--- src/rtl/dcdl_lock_ctrl.sv ---
// dcdl_lock_ctrl
//   Lock controller and select-line decoder for a NAND-cell digitally
//   controlled delay line. A successive-approximation search finds the
//   largest code for which the phase detector asks for more delay. A
//   filtered +/-1 tracking loop then follows drift.
//
// Ports
//   clk        single clock
//   rst_n      asynchronous active-low reset
//   en         controller enable; low sends the FSM to IDLE and holds code
//   start      one-cycle pulse that (re)starts SAR acquisition when en=1
//   pd_up      phase-detector decision, 1 = delay too short
//   code       current delay code
//   t_sel      one-hot turnaround select, bit[code] = 1
//   tb_sel     forward-pass select, bit[i] = 1 for i < code
//   busy       high during SAR acquisition
//   locked     loop locked
//   range_err  sticky: tracking tried to step past either end of the line
//   state_dbg  current FSM state (IDLE=0, SAR_WAIT=1, TRACK_WAIT=2)
//
// Control protocol: there is no valid/ready pair. start is sampled on
// every edge. A start seen with en=1 restarts acquisition from any state.
// en=0 has priority over start. pd_up is consumed only on a decision
// edge, which comes SETTLE_CYC+1 edges after the previous code update.
module dcdl_lock_ctrl #(
  parameter int  NUM_CELLS  = 32,
  parameter int  SETTLE_CYC = 4,
  parameter int  FILT_N     = 3,
  localparam int CODE_W     = $clog2(NUM_CELLS)
) (
  input  logic                 clk,
  input  logic                 rst_n,
  input  logic                 en,
  input  logic                 start,
  input  logic                 pd_up,
  output logic [CODE_W-1:0]    code,
  output logic [NUM_CELLS-1:0] t_sel,
  output logic [NUM_CELLS-1:0] tb_sel,
  output logic                 busy,
  output logic                 locked,
  output logic                 range_err,
  output logic [1:0]           state_dbg
);

  localparam int CNT_W  = (SETTLE_CYC < 2) ? 1 : $clog2(SETTLE_CYC + 1);
  localparam int FILT_W = $clog2(FILT_N + 1) + 1;

  localparam logic [CNT_W-1:0]  CNT_LAST = CNT_W'(SETTLE_CYC);
  localparam logic [FILT_W-1:0] FILT_POS = FILT_W'(FILT_N);
  localparam logic [FILT_W-1:0] FILT_NEG = FILT_W'(-FILT_N);
  localparam logic [CODE_W-1:0] CODE_MID = CODE_W'(NUM_CELLS / 2);
  localparam logic [CODE_W-1:0] CODE_MAX = CODE_W'(NUM_CELLS - 1);

  typedef enum logic [1:0] {
    IDLE       = 2'd0,
    SAR_WAIT   = 2'd1,
    TRACK_WAIT = 2'd2
  } state_t;

  state_t              state;
  logic [CODE_W-1:0]   trial;     // one-hot mask of the bit under trial
  logic [CNT_W-1:0]    cnt;       // settle counter
  logic [FILT_W-1:0]   filt;      // two's-complement tracking filter
  logic                last_vld;  // a tracking step has happened since start
  logic                last_up;   // direction of that step

  logic                sample;
  logic [CODE_W-1:0]   sar_code;
  logic [FILT_W-1:0]   filt_next;

  always_comb begin
    sample    = (cnt == CNT_LAST);
    // Drop the trial bit on a "too long" decision, then arm the next one.
    sar_code  = (pd_up ? code : (code & ~trial)) | (trial >> 1);
    filt_next = pd_up ? (filt + FILT_W'(1)) : (filt - FILT_W'(1));
  end

  always_comb begin
    t_sel       = '0;
    t_sel[code] = 1'b1;
    tb_sel      = t_sel - NUM_CELLS'(1);
  end

  assign state_dbg = state;

  always_ff @(posedge clk or negedge rst_n) begin
    if (!rst_n) begin
      state     <= IDLE;
      code      <= '0;
      trial     <= '0;
      cnt       <= '0;
      filt      <= '0;
      last_vld  <= 1'b0;
      last_up   <= 1'b0;
      busy      <= 1'b0;
      locked    <= 1'b0;
      range_err <= 1'b0;
    end else if (!en) begin
      state <= IDLE;
      busy  <= 1'b0;
    end else if (start) begin
      state     <= SAR_WAIT;
      code      <= CODE_MID;
      trial     <= CODE_MID;
      cnt       <= '0;
      filt      <= '0;
      last_vld  <= 1'b0;
      busy      <= 1'b1;
      locked    <= 1'b0;
      range_err <= 1'b0;
    end else begin
      case (state)
        SAR_WAIT: begin
          if (!sample) begin
            cnt <= cnt + CNT_W'(1);
          end else begin
            cnt   <= '0;
            code  <= sar_code;
            trial <= trial >> 1;
            if (trial[0]) begin
              state  <= TRACK_WAIT;
              filt   <= '0;
              busy   <= 1'b0;
              locked <= 1'b1;
            end
          end
        end
        TRACK_WAIT: begin
          if (!sample) begin
            cnt <= cnt + CNT_W'(1);
          end else begin
            cnt <= '0;
            if (filt_next == FILT_POS) begin
              filt <= '0;
              if (code == CODE_MAX) begin
                range_err <= 1'b1;
              end else begin
                code     <= code + CODE_W'(1);
                // Same direction twice means we are chasing, not locked.
                if (last_vld) locked <= !last_up;
                last_vld <= 1'b1;
                last_up  <= 1'b1;
              end
            end else if (filt_next == FILT_NEG) begin
              filt <= '0;
              if (code == '0) begin
                range_err <= 1'b1;
              end else begin
                code     <= code - CODE_W'(1);
                if (last_vld) locked <= last_up;
                last_vld <= 1'b1;
                last_up  <= 1'b0;
              end
            end else begin
              filt <= filt_next;
            end
          end
        end
        default: state <= IDLE;
      endcase
    end
  end

endmodule

--- config.mk ---
export PLATFORM = sky130hd
export DESIGN_NAME = dcdl_lock_ctrl
export DESIGN_NICKNAME = d
export VERILOG_FILES = /design/src/rtl/dcdl_lock_ctrl.sv
export SDC_FILE = /design/constraint.sdc
export NUM_CORES = 1
export LEC_CHECK = 0
export CAP_MARGIN = 25
export CORE_MARGIN = 2
export CORE_UTILIZATION = 50
export DETAILED_ROUTE_END_ITERATION = 6
export HOLD_SLACK_MARGIN = 0.08
export MAX_ROUTING_LAYER = met4
export PLACE_DENSITY_LB_ADDON = 0.15
export SLEW_MARGIN = 10
export SYNTH_ARGS = -nofsm -noshare
export SYNTH_HDL_FRONTEND = slang
export SYNTH_SLANG_ARGS = --single-unit
--- constraint.sdc ---
create_clock -name clk -period 4.98 [get_ports clk]
set_input_delay 0.747 -clock clk [delete_from_list [all_inputs] [get_ports clk]]
set_output_delay 0.747 -clock clk [all_outputs]
set_load 0.02 [all_outputs]
==> results.py, run 1 <==
metrics = {
    "routing": {
        "wl_per_cell_um": 14.9,
        "drc": 0,
        "drt-total-wl_um": 6320,
        "vias": 2437,
        "drtAntennaViolNets": 0,
        "detail_route.first_pass.iterations": 4,
        "drt_iter0_drc": 194,
        "via_per_inst": 5.73,
    },
    "synthesis": {
        "ys_seq_elements": 23,
        "async_reset_ff_share_pct": 100,
        "synth_area_um2": 2370,
        "synth_most_common_cell": "nor2_1",
        "synthesis.instances": 313,
        "synth_warnings": 0,
        "yosys.area.top_type_share_pct": 24.3,
        "synth_top_cells_by_count": "nor2_1 (43), inv_1 (25), nand2_1 (24)",
        "synth_top_area_cell": "dfrtp_1",
        "synth.distinct_cells": 58,
        "ys_top_cells_by_area": "dfrtp_1 (24%), nor2_1 (6.8%), ha_1 (6.3%)",
        "synth_ff_type": "dfrtp_1",
        "synth_edf_count": 0,
        "synth-seq-area-share_pct": 24.3,
        "syn_nets": 332,
        "postSynthAreaPerCell_um2": 7.56,
    },
    "clock_network": {
        "clkSlewWorstSetupHoldPaths_ps": 90,
        "cts_sinks": 23,
        "cts_setup_buffers": 0,
        "clock_latency_ps": 280,
        "htreeDepth": 1,
        "clockRootBuffer": "clkbuf_8",
        "cts_tree": "done",
        "hold_buffers": 0,
        "clockBufferDepth": 2,
        "cts_buffers": 3,
        "cts_resized": 0,
    },
    "power": {
        "switchingPower_uw": 500,
        "power_density_nw_per_um2": 341,
        "switching_share_pct": 47.0,
        "internal_power_uw": 564,
        "clkPwrFrac_pct": 11.6,
        "combPwrFrac_pct": 66.1,
        "p_leak_uw": 0.00129,
        "peakVddDrop_uv": 233,
        "seq_power_share_pct": 22.4,
    },
    "timing": {
        "rsz0062_at_grt": "false",
        "timing.hold.ws_ps": 513,
        "period_needed_ps": 4430,
        "setup_viol_count_final": 0,
        "drv_slew": 0,
        "fin_crit_sh_pct": 89.0,
        "relSlewSlack_pct": 43.9,
        "clock.fmax_ghz": 0.226,
        "tightest_slew_ps": 842,
        "skew_ps": 1.42,
        "setup_slack_ps": 547,
        "setup_tns_ps": 0,
        "final_hold_viol_count": 0,
    },
    "critical_path": {
        "path_buf_inv": 1,
        "start_kind": "register",
        "cpMostUsedCell": "nor2_1",
        "crit_chain": "nor2_1, nand2_1, or2_2, ha_1, nor2_1, a32oi_1, o2bb2ai_1, clkdlybuf4s50_1",
        "max_stage_delay_ps": 630,
        "cp_slowest_cell": "dfrtp_1",
        "worst_setup_path_end_kind": "output port",
        "crit_family": "simple AND/OR/NAND/NOR gates",
        "critPathMaxFanout": 23,
        "path_class": "reg2out",
        "cp.arrival_ps": 3690,
        "cp.required_ps": 4230,
    },
    "global_routing": {
        "grt_start_max_net_pins": 36,
        "antenna_found_initial": 0,
        "grt_pass1_vias": 2233,
        "grt_pass1_wl_um": 10500,
        "track_usage_pct": 25.5,
        "grt-ovfl-total": 0,
    },
    "final_layout": {
        "nNetsFinal": 391,
        "multi_input_comb_area_um2": 1530,
        "antenna_cells": 0,
        "area_delta_synth_final_pct": 31.8,
        "drive_gt1_share_pct": 5.93,
        "seq_area_um2": 576,
        "nFillCells": 398,
    },
    "place": {
        "post-place-ws_ps": 820,
        "gp_congestion": 0.876,
        "numPortBuffers": 77,
        "dpl.hpwl_um": 4640,
    },
    "floorplanning": {
        "initial_core_util_pct": 51.1,
        "ios": 79,
        "rows": 25,
        "die_w_um": 72.8,
        "die-area_um2": 5300,
        "coreArea_um2": 4630,
        "die_y_um": 72.8,
    },
    "worst_hold_path": {
        "hold_path.class": "reg2reg",
    },
    "run": {
        "drv_cap": 0,
    },
    "status": {
        "status": "complete, no violations",
    },
}
worst min-delay path: cells and delay by family, from the launching register on:
family          cells  cell delay [ps]
simple gates        1               60
compound gates      1               60
flops               1              370
per-stage QoR:
step,util (%),area (um2),std cells,power [uW]
floorplan,-,2370,313,681
global placement,66.1,3060,420,934
detailed placement,66.4,3070,421,944
CTS,67.4,3120,425,1070
global route,67.4,3120,425,1140
finish,67.4,3120,425,1060
power groups by stage:
stage / Sequential (uW) / Combinational, uW / Clock (uW)
2_1_floorplan: 232 / 448 / 0
3_3_place_gp: 241 / 693 / 0
3_5_place_dp: 242 / 702 / 0
4_1_cts: 238 / 703 / 125
5_1_grt: 243 / 766 / 132
6_report: 238 / 703 / 123
cell families after synthesis:
family                     count (synthesis)  synth area share [%]
muxes                                      8                  3.65
buffers and inverters                     53                  11.3
adders and majority gates                 14                  8.03
AOI/OAI and AO/OA                         86                  24.2
and+or+nand+nor                          121                  24.7
DFF                                       23                  24.3
other                                      1                 0.158
xor gates and xnor gates                   7                  3.75
state kept, by name, indices dropped and copies added (netlist names):
signal,cells
code,5
last_vld,1
locked,1
busy,1
state_dbg,2
trial,5
filt,3
last_up,1
cnt,3
range_err,1
layer usage:
metal  GRT usage, %  routed length [um]
met1           31.7                2690
met2           43.0                3170
met3           3.18                 380
met4           8.44                  84
met5              -                   0
layout by cell type (no fill, tap or decap), drive strengths merged, types with 4 or more instances in the layout:
master          n
o21ai          21
buf             4
nand2          25
mux2            5
o31ai           6
o22ai           8
clkdlybuf4s50  77
inv            26
a21oi          18
nand2b          8
a21o            4
nor2           43
nand3          12
nor3           15
dfrtp          23
ha             12
xnor2           4
layout make-up:
class / count / share of cell area [%]
well taps: 54 / 2.17
clock inverters: 1 / 0.160
repair buffers: 81 / 25.9
inverters: 26 / 3.13
multi-input cells: 237 / 48.9
clock buffers: 3 / 1.32
flip-flops and latches: 23 / 18.4
path summary, 6_finish.rpt:
check / startpoint / endpoint / slack (ps) / cells after the start
setup reg to reg: filt[0] / code[4] / 1960 / 10
min in group asynchronous: rst_n / filt[1] / 790 / 1
setup / recovery: code[3] / tb_sel[10] / 550 / 8
hold / removal: trial[1] / trial[1] / 510 / 2
hold reg to reg: trial[1] / trial[1] / 510 / 2
max in group asynchronous: rst_n / cnt[1] / 3720 / 2
Note: power is estimated with default switching activity, not from simulation.
==> run 2: changes to the inputs <==
- ABC_AREA: unset -> 1
==> run 2 against run 1 <==
Against the previous run: clock skew is 5.4 ps higher; maximum frequency grew 18%; worst setup slack better by 680 ps; clock power about the same; synthesized area grew 5.1%; sequential cell count did not move; register-to-register slack improved by 520 ps; hold slack worse by 32 ps; first-iteration DRC count grew 3.6%; utilization increased by 2.8 points; critical path depth up 2; power up 31%; highest routed layer unchanged.
==> results.py, run 2 <==
metrics = {
    "status": {
        "status": "complete, no violations",
    },
    "floorplanning": {
        "die-area_um2": 5560,
        "ios": 79,
        "die_w_um": 74.6,
        "coreArea_um2": 4750,
        "initial_core_util_pct": 52.3,
        "die_y_um": 74.6,
        "rows": 25,
    },
    "critical_path": {
        "critPathMaxFanout": 16,
        "rr_worst_depth": 15,
        "rr_endpoint": "code[4]",
        "crit_start": "code[1]",
        "path_buf_inv": 3,
        "cpMostUsedCell": "inv_2",
        "cp_slowest_cell": "dfrtp_1",
        "reg2reg_from": "filt[0]",
        "worst_setup_path_end_kind": "output port",
        "ff2ff_setup_slack_ps": 2480,
        "cp.arrival_ps": 3000,
        "path_class": "reg2out",
        "start_kind": "register",
        "cp.required_ps": 4230,
        "path_depth": 10,
        "crit_family": "buffers and inverters",
        "crit_chain": "nor2_1, inv_2, nor2_4, inv_2, ha_1, nand2_4, nor3_4, o2111ai_1, nand2_1, clkdlybuf4s50_1",
        "max_stage_delay_ps": 730,
        "setup.worst_path.end": "tb_sel[22]",
    },
    "final_layout": {
        "antenna_cells": 0,
        "post-route-cell-area_um2": 3340,
        "final_core_util_pct": 70.2,
        "area_delta_synth_final_pct": 34.2,
        "nNetsFinal": 475,
        "top_regs": "code: 5 flops, trial: 5 flops",
        "layout.cells.most_common_list": "nand2_1 (80), clkdlybuf4s50_1 (77), inv_1 (51), nor2_1 (48), nand3_1 (38)",
        "final_common_cell": "nand2_1",
        "drive_gt1_share_pct": 10.3,
    },
    "synthesis": {
        "synth_warnings": 0,
        "async_reset_ff_share_pct": 100,
        "synth_top_family_by_area": "simple AND/OR/NAND/NOR gates",
        "synth-simple-area-share_pct": 40.1,
        "ys_top_cells_by_area": "dfrtp_1 (23%), nand2_1 (12%), inv_1 (7.7%)",
        "synth-seq-area-share_pct": 23.1,
        "synthAdderAreaFrac_pct": 7.64,
        "syn_nets": 402,
        "synthesis.instances": 383,
        "synthXorXnorAreaFrac_pct": 3.87,
        "synth_ff_type": "dfrtp_1",
        "ys_seq_elements": 23,
        "synth_mux_area_share_pct": 0,
        "yosys.area.top_type_share_pct": 23.1,
        "synth_edf_count": 0,
        "postSynthAreaPerCell_um2": 6.50,
        "synth-compound-area-share_pct": 13.1,
        "synth_top_cells_by_count": "nand2_1 (80), inv_1 (51), nor2_1 (48)",
        "synth_most_common_cell": "nand2_1",
        "synth_area_um2": 2490,
        "synth.distinct_cells": 40,
        "synth_top_area_cell": "dfrtp_1",
    },
    "clock_network": {
        "cts_sinks": 23,
        "hold_buffers": 0,
        "cts_setup_buffers": 0,
        "htreeDepth": 1,
        "clockRootBuffer": "clkbuf_8",
        "cts_tree": "done",
        "cts_resized": 0,
        "clkSlewWorstSetupHoldPaths_ps": 90,
        "cts_buffers": 3,
        "clock_latency_ps": 270,
        "clockBufferDepth": 2,
    },
    "run": {
        "drv_cap": 0,
    },
    "global_routing": {
        "grt_start_max_net_pins": 24,
        "track_usage_pct": 27.6,
        "grt-ovfl-total": 0,
        "grt_pass1_vias": 2531,
        "antenna_found_initial": 0,
        "grt_pass1_wl_um": 11700,
    },
    "timing": {
        "tightest_slew_ps": 594,
        "period_needed_ps": 3750,
        "skew_ps": 6.86,
        "final_hold_viol_count": 0,
        "relSlewSlack_pct": 60.4,
        "setup_viol_count_final": 0,
        "setup_tns_ps": 0,
        "clock.fmax_ghz": 0.267,
        "drv_slew": 0,
        "rsz0062_at_grt": "false",
        "fin_crit_sh_pct": 75.3,
    },
    "place": {
        "gp_congestion": 0.972,
        "numPortBuffers": 77,
        "dpl.hpwl_um": 5740,
        "placed_area_um2": 3280,
    },
    "routing": {
        "vias": 2800,
        "detail_route.first_pass.iterations": 5,
        "via_per_inst": 5.36,
        "drt_iter0_drc": 201,
        "wl_per_cell_um": 13.8,
        "drtAntennaViolNets": 0,
        "drc": 0,
        "drt-total-wl_um": 7230,
    },
    "power": {
        "power_density_nw_per_um2": 417,
        "peakVddDrop_uv": 228,
        "p_leak_uw": 0.00158,
    },
    "worst_hold_path": {
        "hold_path.class": "reg2reg",
    },
}
[run 2: stage by stage]
step,setup slack [ps],hold slack (ps),instances,total power [uW]
final,1230,481,522,1390
after global routing,997,512,522,1490
after CTS,1240,486,521,1390
after detailed placement,1450,460,517,1270
after global placement,1550,460,517,1260
after floorplan,1920,442,383,878
[run 2: report_power, final]
part	internal (uW)	leakage [uW]	switching, uW
registers	210	0.000303	45.2
clock network	56.7	0.0000217	64.5
logic	424	0.00126	591
total	691	0.00158	701
[run 2: kinds of logic after synthesis]
family / count (synthesis)
other cells: 1
fa+ha+maj: 14
flops: 23
simple gates: 206
buf+inv: 71
xor+xnor: 11
compound gates: 57
[run 2: worst min-delay path: stages, from the launching register on]
cell,delay [ps]
dfrtp_1,350
nand2_1,50
nand2_1,40
[run 2: worst min-delay path by stage]
stage                    from        end  slack, ps  depth (start not counted)
floorplan            last_vld   last_vld        440                          2
CTS                    locked     locked        490                          2
detailed placement     locked     locked        460                          2
finish                 locked     locked        480                          2
global placement    range_err  range_err        460                          2
global route        range_err  range_err        510                          2
[run 2: routing by layer]
| metal | track usage (%) | part of all wire [%] | wire length, um |
|---|---|---|---|
| met1 | 32.6 | 41 | 2940 |
| met2 | 49.3 | 51 | 3670 |
| met3 | 2.17 | 7.2 | 520 |
| met4 | 9.33 | 1.4 | 102 |
| met5 | - | 0 | 0 |
[run 2: cell type report]
| class | instances | area (um2) |
|---|---|---|
| Tap cell | 67 | 83.8 |
| Clock buffer | 3 | 41.3 |
| Sequential cell | 23 | 576 |
| Clock inverter | 1 | 7.51 |
| Inverter | 61 | 230 |
| Multi-Input combinational cell | 289 | 1620 |
| Fill cell | 425 | 1420 |
| Timing Repair Buffer | 78 | 786 |
==> run 3: changes to the inputs <==
- CORE_UTILIZATION: 50 -> 48
- clock period: 4.98 -> 3.6 ns (I/O delays scaled with it)
==> run 3 against run 2 <==
Against the previous run: clock skew fell by 0.64 ps; first-iteration DRC count fell by 53%; routed wire length fell by 1.3%; utilization fell by 3.2 points; combinational power rose by 42%; critical path depth did not move; sequential share of layout area fell by 0.12 points; hold slack got worse by 2.0 ps; critical path type unchanged; highest routed layer unchanged.
==> results.py, run 3 (same netlist as run 2, synthesis figures left out) <==
metrics = {
    "power": {
        "p_total_uw": 1940,
        "p_leak_uw": 0.00160,
        "power_density_nw_per_um2": 574,
        "peakVddDrop_uv": 348,
    },
    "routing": {
        "vias": 2800,
        "detail_route.first_pass.iterations": 5,
        "drt_iter0_drc": 95,
        "wl_per_cell_um": 13.5,
        "drt-total-wl_um": 7130,
        "via_per_inst": 5.29,
        "drtAntennaViolNets": 0,
        "drc": 0,
    },
    "critical_path": {
        "cp.arrival_ps": 2830,
        "crit_family": "buffers and inverters",
        "critPathMaxFanout": 9,
        "worst_setup_path_end_kind": "output port",
        "cp_slowest_cell": "clkdlybuf4s50_1",
        "reg2reg_from": "filt[0]",
        "crit_chain": "nor2_1, inv_2, nor2_4, inv_2, ha_1, nand2_4, nor3_4, o2111ai_1, nand2_1, clkdlybuf4s50_1",
        "cpMostUsedCell": "inv_2",
        "path_class": "reg2out",
        "max_stage_delay_ps": 600,
        "cp.required_ps": 3060,
        "crit_start": "code[1]",
        "path_buf_inv": 3,
        "start_kind": "register",
    },
    "floorplanning": {
        "die_w_um": 76.0,
        "rows": 26,
        "initial_core_util_pct": 49.4,
        "die-area_um2": 5780,
        "ios": 79,
        "coreArea_um2": 5040,
        "die_y_um": 76.0,
    },
    "place": {
        "numPortBuffers": 77,
        "dpl.hpwl_um": 5690,
        "gp_congestion": 0.927,
    },
    "final_layout": {
        "drive_gt1_share_pct": 11.8,
        "area_delta_synth_final_pct": 35.7,
        "nNetsFinal": 479,
        "final_common_cell": "nand2_1",
        "top_regs": "code: 5 flops, trial: 5 flops",
        "antenna_cells": 0,
        "layout.cells.most_common_list": "nand2_1 (80), clkdlybuf4s50_1 (77), inv_1 (51), nor2_1 (47), nand3_1 (38)",
    },
    "timing": {
        "setup_viol_count_final": 0,
        "period_needed_ps": 3370,
        "final_hold_viol_count": 0,
        "rsz0062_at_grt": "false",
        "fin_crit_sh_pct": 93.7,
        "skew_ps": 6.22,
        "relSlewSlack_pct": 60.6,
        "setup_tns_ps": 0,
        "drv_slew": 0,
        "clock.fmax_ghz": 0.297,
        "tightest_slew_ps": 590,
    },
    "global_routing": {
        "grt_start_max_net_pins": 24,
        "grt-ovfl-total": 0,
        "grt_pass1_vias": 2635,
        "antenna_found_initial": 0,
        "grt_pass1_wl_um": 12100,
        "track_usage_pct": 25.7,
    },
    "worst_hold_path": {
        "min-delay-start": "last_vld",
        "hold_path.class": "reg2reg",
    },
    "run": {
        "drv_cap": 0,
    },
    "clock_network": {
        "cts_sinks": 23,
        "clockBufferDepth": 2,
        "hold_buffers": 0,
        "cts_tree": "done",
        "cts_setup_buffers": 0,
        "clock_latency_ps": 260,
        "clkSlewWorstSetupHoldPaths_ps": 90,
        "htreeDepth": 1,
        "cts_resized": 0,
        "clockRootBuffer": "clkbuf_8",
        "cts_buffers": 3,
    },
    "status": {
        "status": "complete, no violations",
    },
}
run 3: cell count changes in the layout (fill, tap and decap cells not counted), sizes merged:
cell	delta
buf	+4
run 3: worst paths after layout:
kind                              endpoint  slack (ps)  cells after the start
worst max-delay path            tb_sel[22]         230                     10
worst min register to register    last_vld         480                      2
worst max register to register     code[3]        1120                     13
min in group asynchronous           cnt[0]         640                      1
max in group asynchronous          last_up        2470                      2
worst min-delay path              last_vld         480                      2
run 3: worst reg2reg max path, cell delays in order, from the launching register on:
cell	delay, ps
dfrtp_1	330
inv_1	100
fa_1	420
inv_1	70
nand2_1	100
nand2_4	130
nand2_4	140
ha_1	360
a21oi_1	230
a21oi_1	100
o21ai_0	210
inv_1	60
nand3_1	80
nand2_1	60
run 3: cell type report:
class	instances	area (um2)
Clock buffer	3	41.3
Sequential cell	23	578
Fill cell	459	1660
Inverter	61	230
Timing Repair Buffer	82	816
Clock inverter	1	7.51
Multi-Input combinational cell	289	1620
Tap cell	70	87.6
run 3: metrics by stage:
step                hold WS, ps  instances  setup WS, ps  util (%)  area [um2]
floorplan                   244        383           749         -        2490
global placement            460        524           378      65.6        3310
detailed placement          461        524           269      65.6        3310
CTS                         483        528          27.9      66.6        3360
global route                519        529          14.5      67.0        3380
finish                      479        529           227      67.0        3380
run 3: power breakdown:
group	leakage, uW	switching [uW]	total, uW	internal [uW]
logic	0.00128	836	1430	596
clock network	0.0000217	87.2	165	78.2
registers	0.000300	48.9	341	292
run 3: metal layers:
| metal | up-vias | GRT usage, % | wire length, um |
|---|---|---|---|
| li1 | 1389 | - | - |
| met1 | 1291 | 30.6 | 3020 |
| met2 | 110 | 45.5 | 3530 |
| met3 | 10 | 2.84 | 446 |
| met4 | 0 | 8.55 | 140 |
| met5 | - | - | 0 |
